$ cat src/rtl/sram_ctrl_pkg.sv
// Shared types for the SRAM byte-row sequencer and its round-robin arbiter.
package sram_ctrl_pkg;

   localparam int CNT_W = 4;

   typedef enum logic [2:0] {
      IDLE,
      SETUP,
      PULSE,
      HOLD,
      DONE
   } state_t;

   typedef enum logic {
      PORT_A,
      PORT_B
   } port_t;

endpackage

$ cat src/rtl/sram_byte_ctrl_rr_arb2.sv
// Two-requester round-robin arbiter: combinational grant, pointer update proposal.
module rr_arb2
   import sram_ctrl_pkg::*;
(
   input  logic [1:0] req,
   input  port_t      ptr,
   input  logic       en,
   output logic [1:0] grant,
   output port_t      next_ptr
);

   always_comb begin
      grant    = '0;
      next_ptr = ptr;
      if (en) begin
         case (req)
            2'b01:   grant = 2'b01;
            2'b10:   grant = 2'b10;
            2'b11:   grant = (ptr == PORT_A) ? 2'b01 : 2'b10;
            default: grant = '0;
         endcase
      end
      // The pointer always moves to the port that was not just served.
      if (grant[0]) begin
         next_ptr = PORT_B;
      end else if (grant[1]) begin
         next_ptr = PORT_A;
      end
   end

endmodule

$ cat src/rtl/sram_byte_ctrl.sv
// Two-port request sequencer driving word lines, data and read/write strobes of a byte-row SRAM.
module sram_byte_ctrl
   import sram_ctrl_pkg::*;
#(
   parameter int ADDR_W       = 4,
   parameter int PULSE_CYCLES = 2
)(
   input  logic                     clk,
   input  logic                     rst_n,
   input  logic                     a_req,
   input  logic                     a_we,
   input  logic [ADDR_W-1:0]        a_addr,
   input  logic [7:0]               a_wdata,
   output logic                     a_ack,
   output logic [7:0]               a_rdata,
   input  logic                     b_req,
   input  logic                     b_we,
   input  logic [ADDR_W-1:0]        b_addr,
   input  logic [7:0]               b_wdata,
   output logic                     b_ack,
   output logic [7:0]               b_rdata,
   output logic [(1<<ADDR_W)-1:0]   wl,
   output logic [7:0]               sram_din,
   input  logic [7:0]               sram_dout,
   output logic                     read_pulse,
   output logic                     write_pulse,
   output logic                     busy
);

   localparam int               NUM_WORDS = 1 << ADDR_W;
   localparam logic [CNT_W-1:0] CNT_LOAD  = CNT_W'(PULSE_CYCLES - 1);

   state_t            state;
   port_t             rr_ptr;
   port_t             next_ptr;
   port_t             cur_port;
   logic              cur_we;
   logic [CNT_W-1:0]  cnt;
   logic [1:0]        grant;
   logic              arb_en;
   logic              sel_we;
   logic [ADDR_W-1:0] sel_addr;
   logic [7:0]        sel_wdata;

   assign arb_en = (state == IDLE);

   rr_arb2 u_arb (
      .req      ({b_req, a_req}),
      .ptr      (rr_ptr),
      .en       (arb_en),
      .grant    (grant),
      .next_ptr (next_ptr)
   );

   always_comb begin
      sel_we    = a_we;
      sel_addr  = a_addr;
      sel_wdata = a_wdata;
      if (grant[1]) begin
         sel_we    = b_we;
         sel_addr  = b_addr;
         sel_wdata = b_wdata;
      end
   end

   // The granted address and write data are latched directly as the decoded
   // word lines and the array data bus, which then hold until DONE.
   always_ff @(posedge clk or negedge rst_n) begin
      if (!rst_n) begin
         state       <= IDLE;
         rr_ptr      <= PORT_A;
         cur_port    <= PORT_A;
         cur_we      <= 1'b0;
         cnt         <= '0;
         wl          <= '0;
         sram_din    <= '0;
         read_pulse  <= 1'b0;
         write_pulse <= 1'b0;
         a_ack       <= 1'b0;
         b_ack       <= 1'b0;
         a_rdata     <= '0;
         b_rdata     <= '0;
         busy        <= 1'b0;
      end else begin
         a_ack <= 1'b0;
         b_ack <= 1'b0;
         case (state)
            IDLE: begin
               if (|grant) begin
                  state    <= SETUP;
                  busy     <= 1'b1;
                  rr_ptr   <= next_ptr;
                  cur_port <= grant[1] ? PORT_B : PORT_A;
                  cur_we   <= sel_we;
                  wl       <= NUM_WORDS'(1) << sel_addr;
                  sram_din <= sel_we ? sel_wdata : '0;
               end
            end
            SETUP: begin
               state       <= PULSE;
               cnt         <= CNT_LOAD;
               write_pulse <= cur_we;
               read_pulse  <= ~cur_we;
            end
            PULSE: begin
               if (cnt == '0) begin
                  state       <= HOLD;
                  write_pulse <= 1'b0;
                  read_pulse  <= 1'b0;
               end else begin
                  cnt <= cnt - 1'b1;
               end
            end
            HOLD: begin
               state    <= DONE;
               wl       <= '0;
               sram_din <= '0;
               if (cur_port == PORT_A) begin
                  a_ack <= 1'b1;
                  if (!cur_we) a_rdata <= sram_dout;
               end else begin
                  b_ack <= 1'b1;
                  if (!cur_we) b_rdata <= sram_dout;
               end
            end
            DONE: begin
               state <= IDLE;
               busy  <= 1'b0;
            end
            default: begin
               state <= IDLE;
               busy  <= 1'b0;
            end
         endcase
      end
   end

endmodule

$ cat config.mk
export PLATFORM = sky130hd
export DESIGN_NAME = sram_byte_ctrl
export DESIGN_NICKNAME = d
export VERILOG_FILES = /design/src/rtl/sram_ctrl_pkg.sv /design/src/rtl/sram_byte_ctrl_rr_arb2.sv /design/src/rtl/sram_byte_ctrl.sv
export SDC_FILE = /design/constraint.sdc
export NUM_CORES = 1
export LEC_CHECK = 0
export BUFFER_PORTS_ARGS = -buffer_cell sky130_fd_sc_hd__buf_4
export CAP_MARGIN = 20
export CORE_MARGIN = 5
export CORE_UTILIZATION = 55
export CTS_CLUSTER_SIZE = 20
export DETAILED_ROUTE_END_ITERATION = 6
export PLACE_DENSITY_LB_ADDON = 0.05
export SLEW_MARGIN = 0
export SYNTH_ARGS = -nofsm -noshare
export SYNTH_HDL_FRONTEND = slang
export SYNTH_SLANG_ARGS = --single-unit
export TNS_END_PERCENT = 100
$ cat constraint.sdc
create_clock -name clk -period 2.7 [get_ports clk]
set_input_delay 0.54 -clock clk [delete_from_list [all_inputs] [get_ports clk]]
set_output_delay 0.54 -clock clk [all_outputs]
set_load 0.005 [all_outputs]
==> flow_summary.rst <==
.. list-table::
   :header-rows: 1

   * - Metric
     - Value
   * - Number of buffers added by the clock tree synthesis step
     - 5
   * - Number of DRC violations after detailed-routing iteration 0
     - 96
   * - Nets@finish
     - roughly 340
   * - Max rail drop VDD
     - 0.693 mV
   * - Smallest hold slack
     - 0.259 ns
   * - Number of antenna violations at the first check in global routing
     - 0
   * - Clock period minus worst slack
     - approximately 2.1 ns
   * - Cell area after synthesis
     - 2640 um2
   * - Fraction of the yosys area taken by sequential cells
     - 0.522
   * - Placed Area
     - between 3000 and 4000 um2
   * - P per Cell Area
     - 993 nW/um2
   * - Worst R2R Start
     - state[0]
   * - Core area
     - 4690 um2
   * - Required time reported for the critical path endpoint
     - 2.90 ns
   * - Count of H-tree levels built during CTS
     - 2
   * - Sort of element at the end of the critical path
     - register
   * - Layout Utilization
     - 0.717
   * - Buffers plus inverters on the worst setup path
     - 0
   * - Worst clock skew
     - 0.0104 ns
   * - Cell count after synthesis
     - 228
   * - Post-Route Setup TNS
     - 0 ns
   * - Total die area
     - 6280 um2
   * - Worst reg-to-reg path cell count
     - 3
   * - Wirelength, routed
     - 5.80 mm
   * - Number of endpoints with negative hold slack in the final report
     - 0
   * - Max-slew violation count
     - 0
   * - Number of buffers inserted for hold repair after clock tree synthesis
     - 0
   * - Combined area of the multi-input logic cells
     - 1160 um2
   * - Number of resized instances in the post-cts repair step
     - 0
   * - Length of the first detailed-routing pass in iterations
     - 6
   * - Startpoint-to-endpoint class of the critical path
     - register to register
   * - Critical path peak fanout
     - 19
   * - Horiz. Die Dim
     - 79.2 um
   * - Detail Route Antenna Nets
     - 0
   * - Number of I/O pins
     - 83
   * - Area Overhead vs Synth
     - 27.5%
   * - Vertical die dimension
     - between 70 and 80 um
   * - Post-route DRC
     - 0
   * - Clock latency at the later pin of the worst-skew pair
     - 0.31 ns
   * - Total routing resource utilization after global routing
     - 0.189
   * - Via-per-instance ratio
     - 5.59
   * - Path category of the worst min-delay check
     - input port to async pin
   * - Largest net degree at the start of global routing
     - 56
   * - Standard-cell rows
     - 25
   * - Register-to-Register Setup Slack
     - between 0.6 and 0.7 ns
   * - Unrepaired setup endpoints after global routing
     - no
   * - Synthesized area per cell
     - 11.6 um2
   * - CP Cell Sequence
     - nand2_1 -> nor4_4 -> mux2_2
   * - Starting density of the core
     - 0.562
   * - Register area
     - ~1400 um2
   * - Root Driver
     - clkbuf_8
   * - Endpoint of the worst register-to-register path
     - a_rdata[4]
   * - Transition time of the tightest slew-check pin
     - between 0.7 and 0.8 ns
   * - Share of Yosys cell area claimed by the top area cell type
     - 0.522
   * - Cell class contributing the biggest share of worst-path delay
     - simple AND/OR/NAND/NOR gates
   * - Biggest area contributors in the synthesized netlist
     - dfrtp_1 (52%), mux2_2 (7.3%), o2bb2ai_1 (5.3%), mux2i_1 (4.6%), a22o_1 (2.7%)
   * - CP arrival
     - between 2 and 2.5 ns
   * - Setup-violating endpoint count in the final report
     - 0
   * - Number of I/O port buffers
     - 82
   * - Setup Fix Bufs, Post-CTS
     - 0
   * - Count of state elements after synthesis
     - 55
   * - Stage delay of the slowest cell on the critical path
     - 0.74 ns
   * - Crit path max-delay cell type
     - dfrtp_1
   * - Placed wire-length estimate
     - 4.19 mm
   * - Clock tree buffer depth
     - 2
   * - Run status
     - completed
   * - Final Wtd Congestion
     - 0.786
   * - Number of distinct library cells after synthesis
     - 42
   * - Maximum clock frequency
     - 483 MHz
   * - Number of antenna diodes
     - 0
   * - Wire length of the first global-routing pass
     - between 9 and 10 mm
   * - Number of global-route vias before repair
     - between 1500 and 2000
   * - Fraction of final layout cells sized beyond drive strength 1
     - 0.384
   * - Clock sink total
     - 55
   * - Yosys synthesis warning count
     - 0
   * - Reported max-cap violation count
     - 0
   * - Dominant cell type by area after synthesis
     - dfrtp_1
   * - Post-route fraction of the period consumed by the critical path
     - 0.767
   * - Average routed wire per standard cell
     - between 15 and 20 um
   * - Clock slew seen by the registers of the worst setup and hold paths
     - 0.10 ns
   * - Critical Path Start Type
     - register
   * - Net count of the mapped netlist
     - 268
   * - Total congestion overflow after global routing
     - 0
   * - Leakage power total
     - approximately 0.0017 uW
   * - Worst slew slack as a fraction of its limit
     - 0.508
   * - TritonCTS clock tree
     - done
   * - Number of fill cells
     - 364
   * - Vias after detailed routing
     - 2008
   * - Cell area after layout
     - between 3000 and 4000 um2
[cells in the final DEF (no fill, tap or decap), types with 2 or more instances in the layout]
cell       synthesis  layout
dfrtp_1           55      55
nor3_1             9       9
mux2_2            17      17
and3_1             2       2
buf_4              1      82
o41ai_1            2       2
nand2b_1           3       3
nor2_1            14      14
a31oi_1            2       2
inv_1              6       6
nor4_1             2       2
mux2i_1           12      12
a21boi_0           2       2
o2bb2ai_1         16      16
mux2_4             4       4
o21ai_0            5       5
nand3b_1           5       5
clkbuf_8           0       7
nand2_1           18      18
nor3b_1            3       3
ha_1               2       2
nand3_1            4       4
a21oi_1            7       7
a22o_1             8       8
[routing by layer]
| layer | global-route usage | share of wire |
|---|---|---|
| met2 | 0.299 | 0.48 |
| met1 | 0.251 | 0.44 |
| met5 | 0 | 0 |
| met4 | 0.0533 | 0.011 |
| met3 | 0.0590 | 0.074 |
[where the power goes]
| group | total [uW] | internal [uW] | switching (uW) |
|---|---|---|---|
| registers | 1430 | 1140 | 294 |
| clock network | 493 | 234 | 260 |
| logic | 1410 | 791 | 621 |
| total | 3340 | 2170 | 1170 |
[registers in the layout (all words and copies together) (netlist names)]
register     flops
wl              16
b_ack            1
sram_din         8
write_pulse      1
a_ack            1
state            3
cnt              4
a_rdata          8
busy             1
cur_port         1
b_rdata          8
cur_we           1
rr_ptr           1
read_pulse       1
[worst max-delay path by stage]
stage / end / cells past startpoint / from
5_1_grt: wl[12] / 4 / state[0]
6_report: a_rdata[4] / 3 / state[0]
2_1_floorplan: cnt[0] / 6 / cnt[0]
4_1_cts: wl[10] / 4 / state[0]
3_3_place_gp: wl[2] / 4 / state[0]
3_5_place_dp: wl[9] / 4 / state[0]
[layout make-up]
class / count / share of cell area
clock buffers: 7 / 0.0287
multi-input cells: 153 / 0.345
inverters: 6 / 0.00670
repair buffers: 83 / 0.188
well taps: 54 / 0.0201
clock inverters: 1 / 0.00223
flip-flops and latches: 55 / 0.409
[kinds of logic after synthesis]
kind of cell	count (synthesis)	synth area share
simple gates	67	0.142
xor+xnor	1	0.00332
fa+ha+maj	2	0.00949
flops	55	0.522
mux	33	0.141
compound gates	50	0.144
buf+inv	20	0.0375
[Yosys cell counts]
cell type / instances
a211o_1: 1
a211oi_1: 1
a21boi_0: 2
a21o_1: 1
a21oi_1: 7
a22o_1: 8
a2bb2oi_1: 1
a31oi_1: 2
and2_1: 1
and3_1: 2
and3b_1: 1
buf_2: 4
buf_4: 1
buf_6: 2
clkbuf_1: 7
dfrtp_1: 55
ha_1: 2
inv_1: 6
mux2_2: 17
mux2_4: 4
mux2i_1: 12
nand2_1: 18
nand2b_1: 3
nand3_1: 4
nand3_4: 1
nand3b_1: 5
nor2_1: 14
nor3_1: 9
nor3_4: 1
nor3b_1: 3
nor4_1: 2
nor4_4: 1
nor4bb_1: 1
o21a_1: 1
o21ai_0: 5
o21ai_1: 1
o21ai_2: 1
o21bai_2: 1
o2bb2ai_1: 16
o41ai_1: 2
or3_1: 1
xnor2_1: 1
[worst reg2reg max path, delay by kind of cell, from the launching register on]
family,cells,cell delay [ns]
mux,1,0.41
simple gates,2,0.81
flops,1,0.74
[through the flow]
stage	std cells	power, uW	setup WS (ns)
2_1_floorplan	228	2240	1.11
4_1_cts	358	3340	0.534
5_1_grt	359	3580	0.486
3_3_place_gp	350	2800	0.654
3_5_place_dp	350	2840	0.546
6_report	359	3340	0.628
Note: power is estimated with default switching activity, not from simulation.
